<file path="src/rtl/address_scan_counter.sv">
// Parametrised 2D address generator: walks a COLS x ROWS rectangle row by row,
// emitting x, y and base + y*STRIDE + x under divider pacing and valid/ready flow control.
module address_scan_counter #(
  parameter int unsigned COLS   = 160,
  parameter int unsigned ROWS   = 120,
  parameter int unsigned STRIDE = 160,
  parameter int unsigned ADDR_W = 15,
  parameter int unsigned X_W    = 8,
  parameter int unsigned Y_W    = 7,
  parameter int unsigned DIV    = 1
) (
  input  logic              clk,
  input  logic              addressScanCounterResetn,
  input  logic              start,
  input  logic              abort,
  input  logic [ADDR_W-1:0] baseAddr,
  input  logic              pixelReady,
  output logic              pixelValid,
  output logic [X_W-1:0]    pixelX,
  output logic [Y_W-1:0]    pixelY,
  output logic [ADDR_W-1:0] pixelAddr,
  output logic              busy,
  output logic              done
);

  localparam int unsigned DIV_W = (DIV > 1) ? $clog2(DIV) : 1;
  localparam logic [DIV_W-1:0]  DIV_LAST = DIV_W'(DIV - 1);
  localparam logic [X_W-1:0]    X_LAST   = X_W'(COLS - 1);
  localparam logic [Y_W-1:0]    Y_LAST   = Y_W'(ROWS - 1);
  localparam logic [ADDR_W-1:0] STRIDE_A = ADDR_W'(STRIDE);

  typedef enum logic [1:0] {
    S_IDLE = 2'd0,
    S_SCAN = 2'd1,
    S_DONE = 2'd2
  } state_e;

  state_e              state_q, state_d;
  logic [X_W-1:0]      x_q, x_d;
  logic [Y_W-1:0]      y_q, y_d;
  logic [ADDR_W-1:0]   addr_q, addr_d;
  logic [ADDR_W-1:0]   row_base_q, row_base_d;
  logic [DIV_W-1:0]    div_q, div_d;
  logic                valid_q, valid_d;
  logic                busy_q, busy_d;
  logic                done_q, done_d;

  // Next-state and datapath; flags are derived from the next state so they are registered.
  always_comb begin
    state_d    = state_q;
    x_d        = x_q;
    y_d        = y_q;
    addr_d     = addr_q;
    row_base_d = row_base_q;
    div_d      = div_q;

    unique case (state_q)
      S_IDLE: begin
        if (start) begin
          x_d        = '0;
          y_d        = '0;
          addr_d     = baseAddr;
          row_base_d = baseAddr;
          div_d      = '0;
          state_d    = S_SCAN;
        end
      end
      S_SCAN: begin
        // abort beats a coincident transfer; position registers simply freeze
        if (abort) begin
          state_d = S_IDLE;
        end else if (valid_q && pixelReady) begin
          div_d = '0;
          if (x_q != X_LAST) begin
            x_d    = x_q + X_W'(1);
            addr_d = addr_q + ADDR_W'(1);
          end else if (y_q != Y_LAST) begin
            x_d        = '0;
            y_d        = y_q + Y_W'(1);
            row_base_d = row_base_q + STRIDE_A;
            addr_d     = row_base_q + STRIDE_A;
          end else begin
            state_d = S_DONE;
          end
        end else if (div_q != DIV_LAST) begin
          div_d = div_q + DIV_W'(1);
        end
      end
      S_DONE: begin
        state_d = S_IDLE;
      end
      default: begin
        state_d = S_IDLE;
      end
    endcase

    valid_d = (state_d == S_SCAN) && (div_d == DIV_LAST);
    busy_d  = (state_d == S_SCAN);
    done_d  = (state_d == S_DONE);
  end

  always_ff @(posedge clk or negedge addressScanCounterResetn) begin
    if (!addressScanCounterResetn) begin
      state_q    <= S_IDLE;
      x_q        <= '0;
      y_q        <= '0;
      addr_q     <= '0;
      row_base_q <= '0;
      div_q      <= '0;
      valid_q    <= 1'b0;
      busy_q     <= 1'b0;
      done_q     <= 1'b0;
    end else begin
      state_q    <= state_d;
      x_q        <= x_d;
      y_q        <= y_d;
      addr_q     <= addr_d;
      row_base_q <= row_base_d;
      div_q      <= div_d;
      valid_q    <= valid_d;
      busy_q     <= busy_d;
      done_q     <= done_d;
    end
  end

  assign pixelValid = valid_q;
  assign pixelX     = x_q;
  assign pixelY     = y_q;
  assign pixelAddr  = addr_q;
  assign busy       = busy_q;
  assign done       = done_q;

endmodule

</file>
<file path="config.mk">
export PLATFORM = sky130hd
export DESIGN_NAME = address_scan_counter
export DESIGN_NICKNAME = d
export VERILOG_FILES = /design/src/rtl/address_scan_counter.sv
export SDC_FILE = /design/constraint.sdc
export NUM_CORES = 1
export LEC_CHECK = 0
export CAP_MARGIN = 20
export CORE_MARGIN = 5
export CORE_UTILIZATION = 35
export CTS_BUF_LIST = sky130_fd_sc_hd__clkbuf_8
export DETAILED_ROUTE_END_ITERATION = 8
export MAX_ROUTING_LAYER = met4
export PLACE_DENSITY = 0.56
export SKIP_CTS_REPAIR_TIMING = 1
export SYNTH_ARGS = -nofsm -noshare
export SYNTH_HDL_FRONTEND = slang
export SYNTH_SLANG_ARGS = --single-unit
</file>
<file path="constraint.sdc">
create_clock -name clk -period 2.95 [get_ports clk]
set_clock_uncertainty 0.2 [all_clocks]
set_input_delay 0.295 -clock clk [delete_from_list [all_inputs] [get_ports clk]]
set_output_delay 0.295 -clock clk [all_outputs]
set_load 0.03 [all_outputs]
</file>
After elaboration in Yosys (flattened, before gate mapping). Cells that the tools add are included.

Bits in registers: 51. Bits in latches: 0. RAM bits: 0. Memory bits (read-only): 0. Bits of input ports: 20. Output and inout port bits: 33. Word-level logic and storage cells: 65. Memories kept: 0.

Add/subtract/negate cells: 5. Multiply operators: 0. Div/mod/pow operators: 0. Magnitude comparators: 0. Equal/unequal tests: 11. Shifts and indexed selects: 0. Mux-type cells: 33. Bitwise logic cells: 1. Reductions and logical operators: 6.

Operator list (number): $mux 15 (8); $pmux 15 s2 (2); $mux 8 (5); $mux 7 (5); $pmux 8 s2 (1); $add 15x1->15 const B (1); $add 15x8->15 const B (1); $pmux 7 s2 (1); $mux 2 (5); $ne 2x2->1 const B (5); $add 8x1->8 const B (1); $ne 8x8->1 const B (1); $add 7x1->7 const B (1); $ne 7x7->1 const B (1); $reduce_and 6->1 (1); $reduce_and 5->1 (1); $eq 2x1->1 const B (2); $mux 1 (4); $pmux 2 s2 (1); $ne 3x3->1 const B (1); $eq 2x2->1 const B (1); $logic_and 1x1->1 (2); $logic_not 2->1 (1); $pmux 1 s2 (1); 3 further kinds (3).

Longest topological paths before layout. Gate-level depths: netlist (run 1).

Word-level depth: 8. Depth in mapped cells: 8. Mapped depth without buffers: 6.

Worst setup path before layout (run 1). No wires, ideal clock.

Kind: register to register. Start point: reg x_q[0] (netlist: pixelX[0]). End point: reg row_base_q[5]. Setup time: 0.130 ns. Arrival: 2.067 ns. Required time: 2.620 ns. Slack: 0.552 ns. Stages on the path, launching flop included: 8. Path buffers: 1. Clock period less this slack: 2.398 ns. Path through: dfrtp_1 > ha_1 > nand4_1 > a311o_1 > a21o_1 > clkbuf_1 > o21ai_0 > o31ai_1.

Cells in the longest elaborated chain, start to end: 3.

Ends and longest elaborated chain: start, declared (RTL line 39) `logic [X_W-1:0] x_q, x_d;`; start signal, assigned (RTL line 105) `x_q <= '0;`; start signal, assigned (RTL line 115) `x_q <= x_d;`; $ne 8x8->1 (RTL line 74) `if (x_q != X_LAST) begin`; $ne 2x2->1 (no source line); $reduce_and 6->1 (no source line); end signal, assigned (RTL line 118) `row_base_q <= row_base_d;`; end, declared (RTL line 42) `logic [ADDR_W-1:0] row_base_q, row_base_d;`.

Every way passes these cells. A chain may end at the register's enable or synchronous reset.

Final worst setup path (run 1).
Start point: reg x_q[0] (netlist: pixelX[0]). End point: reg y_q[5] (netlist: pixelY[5]).

Cells in the longest elaborated chain, start to end: 3.

Ends and longest elaborated chain: $ne 8x8->1 (RTL line 74); $ne 2x2->1 (no source line); $reduce_and 6->1 (no source line); end signal, assigned (RTL line 116) `y_q <= y_d;`; end, declared (RTL line 40) `logic [Y_W-1:0] y_q, y_d;`.

Every way passes these cells.

==> results of run 1 <==
stage by stage:
| stage | total power, uW | utilization (%) | setup WS [ps] | hold slack (ps) | instances |
|---|---|---|---|---|---|
| after floorplan | 1850 | - | 552 | -201 | 349 |
| after global placement | 2310 | 43.5 | 442 | 65.1 | 495 |
| after detailed placement | 2320 | 43.5 | 360 | 59.2 | 495 |
| after CTS | 2700 | 44.5 | 327 | -275 | 502 |
| after global routing | 2880 | 44.6 | 140 | 295 | 503 |
| final | 2690 | 44.6 | 324 | 252 | 503 |
worst max-delay path: stages, from the launching register on:
cell     delay (ps)
dfrtp_1         440
ha_1            240
nand4_1         290
a311o_1         430
a21o_1          380
or3_1           410
a21oi_1         160
final timing paths:
path	endpoint	depth (start not counted)	slack, ps	start
min in group clk	row_base_q[1]	2	290	row_base_q[1]
hold reg to reg	row_base_q[1]	2	290	row_base_q[1]
max in group asynchronous	row_base_q[10]	3	1500	addressScanCounterResetn
hold / removal	row_base_q[2]	2	250	addressScanCounterResetn
setup / recovery	pixelY[5]	6	320	pixelX[0]
setup reg to reg	pixelY[5]	6	320	pixelX[0]
registers in the layout, indices dropped and copies added (netlist names):
name        count
pixelAddr      15
row_base_q     15
pixelX          8
pixelY          7
state_q         2
busy            1
done            1
pixelValid      1
cell type report:
| cell class | instances | share of cell area, % |
|---|---|---|
| clock inverter | 2 | 0.207 |
| inverter | 6 | 0.621 |
| timing repair buffer | 62 | 16.4 |
| multi-input combinational | 273 | 42.8 |
| clock buffer | 5 | 1.90 |
| sequential | 50 | 34.5 |
| tap | 105 | 3.62 |
power by group:
group	switching (uW)	internal, uW
registers	264	870
clock network	225	157
logic	686	488
total	1170	1520
layout by cell type (no fill, tap or decap), types with 2 or more instances in the layout:
master            n
xor2_1           12
o31ai_1           6
o21a_1            3
a211oi_1          2
nor3_1           11
o41ai_1           2
nand2b_1          2
inv_1             8
ha_1              4
nor2_1           33
o21ai_0          30
and3_1            3
a21oi_1          19
nand3_1          19
nor4_1            4
a21o_1            3
clkbuf_8          5
a31oi_1          10
or3_1             4
a21boi_0          2
nand2_1          56
and2_1            3
nand4_1           6
dfrtp_1          50
o211ai_1          4
xnor2_1           4
o22ai_1           3
a31o_2            2
clkdlybuf4s50_1  51
or4_1             2
nor2b_1           2
buf_4             9
mux2i_1           2
routing by layer:
layer | track usage (%) | part of all wire, %
met1 | 24.4 | 51
met2 | 25.8 | 45
met3 | 2.63 | 3.6
met4 | 4.81 | 0.92
met5 | - | 0
logic make-up after synthesis:
family / count (synthesis)
and+or+nand+nor: 151
AOI/OAI and AO/OA: 99
DFF: 50
buffers and inverters: 26
xor gates and xnor gates: 16
adders and majority gates: 4
muxes: 3
==> impl_results.md, run 1 <==
- Crit start category: flip-flop
- Crit path max fanout: 19
- Setup Viol. Count Final: 0
- Sink Count: 50
- F_max: around 0.38 GHz
- Top-count cell post-synth: nand2_1
- Area Overhead vs Synth: 24.8%
- Die area: between 10000 and 15000 um^2
- Post-synthesis cell type count: between 50 and 60
- Compound-Gate Fraction of Synth Area: a little over a fifth
- Multi-input logic area: approximately 1600 um^2
- Max IR drop VDD: between 0.0002 and 0.0003 V
- Chip width: 101 um
- IO Pins: between 50 and 60
- H-tree Lvls: 2
- Post-synthesis mux area share: 1.08%
- Largest family of logic cells by synthesized area: simple AND/OR/NAND/NOR gates
- I/O Buffers: 52
- Synth Area in Adders: 1.72%
- Synthesized area: approximately 2900 um^2
- Req. time, crit path: 2980 ps
- Worst setup path category: flip-flop to flip-flop
- Drt first pass iters: 4
- Die Ht: roughly 100 um
- Min Tclk post-route: ~2600 ps
- Final ANT Viol Nets: 0
- Global placement routability congestion: between 0.8 and 0.9
- Site row count: 33
- Synth Flop Type: dfrtp_1
- Vias in the first global route: roughly 2600
- Part of the Yosys area used for sequential elements: between 40% and 50%
- Largest net degree at the start of global routing: 33
- Leak: between 0.001 and 0.0015 uW
- Crit end category: flip-flop
- Final Slew Violations: 0
- Synth Area in Simple Gates: 24.1%
- CTS tree: built
- Share of layout cells above drive strength 1: under 10%
- Critical Path AT: between 2000 and 3000 ps
- Average wire per cell in the routed design: around 17 um
- Hold WC Path Type: primary input to asynchronous set/reset pin
- Core box area: ~8100 um^2
- Gate Count Post-Synth: roughly 350
- Final TNS setup: 0 ps
- Async SR Flop Fraction: 100%
- Dpl hpwl: 6250 um
- GRT Overall Usage: between 15 and 20%
- Final period utilization: between 80% and 90%
- DP Area: around 3500 um^2
- Cell area after layout: 3630 um^2
- Synth cell count leaders: 56 x nand2_1, 50 x dfrtp_1, 33 x nor2_1, 30 x o21ai_0
- # Max-Cap Violations: 0
- GRT overflow: 0
- Worst-path clk slew: ~90 ps
- Drt initial violations: ~130
- First-pass GRT wire length: 13500 um
- Xor-xnor portion of the synthesized cell area: under 10%
- Top cell type's share of synthesized area: between 40 and 50%
- Initial antenna violation count: 0
- Diode count: 0
- Post-Syn Nets: roughly 370
- Synth Area per Inst: between 8 and 9 um^2
- Outcome: finished clean
- YS warnings: 0
- Slew @ Worst Pin: around 650 ps
- Reg area: around 1300 um^2
- Slew HR: 56.8%
- Yosys top cell by area: dfrtp_1
- Root Driver: clkbuf_8
- RSZ-0062 raised after global routing: no
- Final hold violation count: 0
- Starting density of the core: ~36%
- Power Dens Cells: around 740 nW/um^2
- Nets: about 420
- Synth top area cells: dfrtp_1 43%, nand2_1 7.2%, o21ai_0 5.2%, nor2_1 4.3%, xor2_1 3.6%
- Number of vias per cell: 5.45
- Routed via count: between 2000 and 3000
- FF+latch count, synth: 50
- DRC errors left: 0
- Inserted Clock Buffers: 5
- Bufs on Longest Clock Path: 2
- Worst skew pair latency: ~300 ps
- EDFF count, synth: 0
- DRT Wirelength: roughly 8400 um
- Fillers: roughly 830
No activity file was read; power rests on OpenSTA's default activity.
==> inputs of run 2 (changes only) <==
--- a/config.mk
+++ b/config.mk
@@ -11,8 +11,9 @@
 export CTS_BUF_LIST = sky130_fd_sc_hd__clkbuf_8
 export DETAILED_ROUTE_END_ITERATION = 8
 export MAX_ROUTING_LAYER = met4
-export PLACE_DENSITY = 0.56
+export PLACE_DENSITY = 0.66
 export SKIP_CTS_REPAIR_TIMING = 1
 export SYNTH_ARGS = -nofsm -noshare
 export SYNTH_HDL_FRONTEND = slang
 export SYNTH_SLANG_ARGS = --single-unit
+export TNS_END_PERCENT = 1
==> run 2 against run 1 <==
Effect of this change:
- routed wire length fell by 1.5%
- critical path depth stayed put
- largest cell class unchanged
- critical endpoint is now pixelY[4]
- flip-flop and latch count is the same
- largest power group unchanged
- hold slack better by 42 ps
- setup slack improved by 49 ps
- highest routed layer unchanged
==> impl_results.md, run 2 (synthesis gave the netlist of run 1 again) <==
- Outcome: finished clean
- Largest net degree at the start of global routing: 27
- Site row count: 33
- Req. time, crit path: a little under 3000 ps
- Total Power: approximately 2800 uW
- Cell at the slowest stage of the critical path: dfrtp_1
- Core box area: slightly above 8000 um^2
- DRC errors left: 0
- Setup Viol. Count Final: 0
- Crit end category: flip-flop
- Share of layout cells above drive strength 1: under 10%
- GRT overflow: 0
- Sink Count: 50
- Final hold violation count: 0
- DRT Wirelength: roughly 8300 um
- Inserted Clock Buffers: 5
- Bufs on Longest Clock Path: 2
- RSZ-0062 raised after global routing: no
- Area Overhead vs Synth: 26.4%
- Diode count: 0
- Final period utilization: ~87%
- Drt initial violations: around 170
- Comb pwr share: 41.7%
- F_max: a little under 0.4 GHz
- Drt first pass iters: 5
- Final TNS setup: 0 ps
- Final ANT Viol Nets: 0
- DP Area: approximately 3500 um^2
- Setup crit start: pixelX[1]
- CP peak stage delay: around 430 ps
- Max IR drop VDD: 0.000243 V
- Switching part of the total power: a little over two fifths
- Critical Path AT: 2610 ps
- I/O Buffers: between 50 and 60
- Crit path max fanout: 19
- HP Start: row_base_q[2]
- Average wire per cell in the routed design: roughly 16 um
- Slew HR: about 58%
- IO Pins: 53
- Hold WC Path Type: flip-flop to flip-flop
- Number of vias per cell: approximately 5.5
- Die Ht: 101 um
- Slew @ Worst Pin: 629 ps
- CP Cell Sequence: ha_1, nand4_1, a311o_1, a21o_1, or3_1, a21oi_1
- Min Tclk post-route: around 2600 ps
- Most frequent cells in the layout: 56 x nand2_1, 51 x clkdlybuf4s50_1, 50 x dfrtp_1
- Leak: 0.00151 uW
- First-pass GRT wire length: 13700 um
- Initial antenna violation count: 0
- Clock Power Share: between 10% and 20%
- Fillers: slightly above 800
- Global placement routability congestion: between 0.8 and 0.9
- # Max-Cap Violations: 0
- Die area: a little over 10000 um^2
- Crit start category: flip-flop
- Dpl hpwl: 6310 um
- Worst-path clk slew: ~90 ps
- Starting density of the core: between 30% and 40%
- Seq pwr share: 40.5%
- CTS tree: built
- Nets: between 400 and 500
- GRT Overall Usage: 17.3%
- R2R Path Start: pixelX[1]
- Worst setup path category: flip-flop to flip-flop
- Cell area after layout: around 3700 um^2
- Vias in the first global route: approximately 2700
- H-tree Lvls: 2
- Switch Pwr: 1190 uW
- Final Slew Violations: 0
- Worst skew pair latency: around 300 ps
- Chip width: 101 um
- Routed via count: ~2800
- Internal Power: 1630 uW
- Power Dens Cells: around 770 nW/um^2
- Root Driver: clkbuf_8
- Most common cell after layout, fill and taps aside: nand2_1
==> run 2: changes by cell type in the layout (fill, tap and decap cells not counted) <==
cell / change
clkbuf_8: +1
bufinv_16: +1
buf_4: +1
inv_1: -2
==> run 2: final cells by class <==
class                   instances  area, um^2  share of cell area, %
flip-flops and latches         50        1250                   34.1
multi-input cells             273        1550                   42.3
well taps                     105         131                   3.58
clock inverters                 1        30.0                  0.818
repair buffers                 63         601                   16.4
inverters                       6        22.5                  0.613
clock buffers                   6        82.6                   2.25
==> run 2: worst max-delay path, delay by kind of cell, from the launching register on <==
kind	cells	cell delay, ps
DFF	1	430
adders and majority gates	1	250
AOI/OAI and AO/OA	3	940
and+or+nand+nor	2	680
==> run 2: final timing paths <==
| kind | to | slack, ps | depth (start not counted) |
|---|---|---|---|
| max in group asynchronous | pixelX[1] | 1560 | 3 |
| worst max register to register | pixelY[4] | 370 | 6 |
| worst min-delay path | row_base_q[2] | 290 | 2 |
| worst max-delay path | pixelY[4] | 370 | 6 |
| min in group asynchronous | pixelAddr[10] | 350 | 2 |
| worst min register to register | row_base_q[2] | 290 | 2 |
==> run 2: per-layer routing <==
| metal | up-vias | GRT usage (%) | part of all wire [%] |
|---|---|---|---|
| met5 | - | - | 0 |
| met4 | 0 | 4.60 | 1.1 |
| met3 | 9 | 2.91 | 5.1 |
| met2 | 81 | 27.0 | 48 |
| met1 | 1332 | 23.2 | 46 |
| li1 | 1363 | - | - |
==> run 2: through the flow <==
stage / util (%) / worst slack [ps] / cells / hold WS [ps]
global placement: 43.6 / 451 / 496 / 155
detailed placement: 43.6 / 398 / 496 / 156
global route: 45.1 / 168 / 504 / 328
floorplan: - / 552 / 349 / -201
CTS: 45.0 / 383 / 503 / -172
finish: 45.1 / 373 / 504 / 294
==> run 2: power groups by stage <==
stage | registers, uW | clock network [uW] | logic, uW
global route | 1170 | 530 | 1290
floorplan | 1270 | 0 | 572
detailed placement | 1150 | 0 | 1180
CTS | 1130 | 509 | 1180
finish | 1140 | 500 | 1170
global placement | 1140 | 0 | 1150
==> inputs of run 3 (changes only) <==
--- a/config.mk
+++ b/config.mk
@@ -7,11 +7,12 @@
 export LEC_CHECK = 0
 export CAP_MARGIN = 20
 export CORE_MARGIN = 5
-export CORE_UTILIZATION = 35
+export CORE_UTILIZATION = 54
 export CTS_BUF_LIST = sky130_fd_sc_hd__clkbuf_8
 export DETAILED_ROUTE_END_ITERATION = 8
 export MAX_ROUTING_LAYER = met4
-export PLACE_DENSITY = 0.66
+export PLACE_DENSITY = 0.91
+export SETUP_SLACK_MARGIN = 0.05
 export SKIP_CTS_REPAIR_TIMING = 1
 export SYNTH_ARGS = -nofsm -noshare
 export SYNTH_HDL_FRONTEND = slang
==> run 3 against run 2 <==
Effect of this change:
- via count increased by 5.0%
- routed wire length is 5.5% lower
- cell count is 6.5% lower
- clock power grew 17%
- sequential power is essentially flat
- total power rose by 2.6%
- final area shrank 0.31%
- global-route usage increased by 6.0 points
- critical path depth did not move
- critical path type unchanged
- largest cell class unchanged
- highest routed layer unchanged
==> impl_results.md, run 3 (synthesis gave the netlist of run 1 again) <==
- GRT overflow: 0
- Diode count: 0
- GRT Overall Usage: 23.2%
- Site row count: 26
- Routed wl met2: between 3000 and 4000 um
- Crit end category: flip-flop
- Worst reg2reg path depth: 6
- Global placement routability congestion: 0.913
- Max IR drop VDD: between 0.0003 and 0.0004 V
- Worst skew pair latency: roughly 320 ps
- Crit path max fanout: 19
- Power Dens Cells: just under 800 nW/um^2
- Req. time, crit path: roughly 3000 ps
- RSZ-0062 raised after global routing: no
- Most frequent cells in the layout: 56 x nand2_1, 51 x clkdlybuf4s50_1, 50 x dfrtp_1
- Average wire per cell in the routed design: 16.7 um
- Final period utilization: between 80% and 90%
- Crit start category: flip-flop
- Hold WC Path Type: primary input to asynchronous set/reset pin
- H-tree Lvls: 2
- Final Slew Violations: 0
- Worst Setup Slack, final: slightly below 400 ps
- Final ANT Viol Nets: 0
- Final hold violation count: 0
- Inserted Clock Buffers: 5
- Bufs on Longest Clock Path: 2
- Drt initial violations: 213
- Non-Filler Instances: 471
- # Max-Cap Violations: 0
- Worst setup path category: flip-flop to flip-flop
- Final TNS setup: 0 ps
- Die Ht: 83.4 um
- Initial antenna violation count: 0
- Capturing point of the worst reg2reg path: pixelY[4]
- Setup WS pre-CTS: around 450 ps
- Met1 WL: 3300 um
- Worst-path clk slew: 100 ps
- Slew @ Worst Pin: ~620 ps
- CTS tree: built
- Starting density of the core: 56.2%
- Highest metal used: met4
- Dpl hpwl: about 5700 um
- R2R Path Start: pixelY[0]
- Met3 WL: ~650 um
- Setup Viol. Count Final: 0
- IO Pins: 53
- Critical Path AT: around 2600 ps
- Largest net degree at the start of global routing: 31
- Number of vias per cell: roughly 6.2
- Die area: about 7000 um^2
- Core box area: slightly above 5000 um^2
- Root Driver: clkbuf_8
- I/O Buffers: 52
- First-pass GRT wire length: roughly 13000 um
- Leak: ~0.0015 uW
- F_max: 0.390 GHz
- Chip width: about 83 um
- Most common cell after layout, fill and taps aside: nand2_1
- DRC errors left: 0
- Inst Count DP: approximately 460
- DRT Wirelength: 7850 um
- Slew HR: about three fifths
- Routed via count: ~3000
- Flop2flop setup slack: ~390 ps
- Drt first pass iters: 5
- Sink Count: 50
- Nets: around 420
- Vias in the first global route: between 2000 and 3000
- Outcome: finished clean
- Share of layout cells above drive strength 1: under 10%
- Min Tclk post-route: 2560 ps
- Area Overhead vs Synth: 26.0%
## run 3: worst max-delay path, stage by stage, from the launching register on
cell and delay (ps):
dfrtp_1 450, ha_1 270, and4_1 210, a311o_1 410, a21o_1 390, or3_1 420
a21oi_1 150
## run 3: layout make-up
type	instances	area, um^2
tap	70	87.6
clock buffer	5	68.8
clock inverter	3	68.8
fill	371	1510
multi-input combinational	273	1550
timing repair buffer	64	608
sequential	50	1250
inverter	6	22.5
## run 3: how the worst max path moves through the flow
| stage | to | slack (ps) | cells past startpoint | start |
|---|---|---|---|---|
| 2_1_floorplan | row_base_q[5] | 550 | 7 | pixelX[0] |
| 3_3_place_gp | pixelY[5] | 520 | 6 | pixelY[0] |
| 3_5_place_dp | pixelY[4] | 450 | 6 | pixelY[0] |
| 4_1_cts | pixelY[4] | 410 | 6 | pixelY[0] |
| 5_1_grt | pixelY[5] | 270 | 6 | pixelY[0] |
| 6_report | pixelY[4] | 390 | 6 | pixelY[0] |
## run 3: power by group
| group | internal [uW] | switching (uW) |
|---|---|---|
| Sequential | 870 | 262 |
| Combinational | 487 | 682 |
| Clock | 340 | 244 |
| Total | 1700 | 1190 |
## run 3: stage by stage
stage,util [%],hold WS [ps],area [um^2],total power [uW]
floorplan,-,-201,2910,1850
global placement,67.9,82.4,3510,2250
detailed placement,67.9,82.1,3510,2300
CTS,70.6,-250,3650,2880
global route,70.8,331,3660,3060
finish,70.8,270,3660,2890
## run 3: layer usage
| layer | vias up | global-route usage [%] |
|---|---|---|
| li1 | 1359 | - |
| met1 | 1400 | 28.6 |
| met2 | 147 | 37.4 |
| met3 | 18 | 5.54 |
| met4 | 0 | 7.88 |
| met5 | - | - |
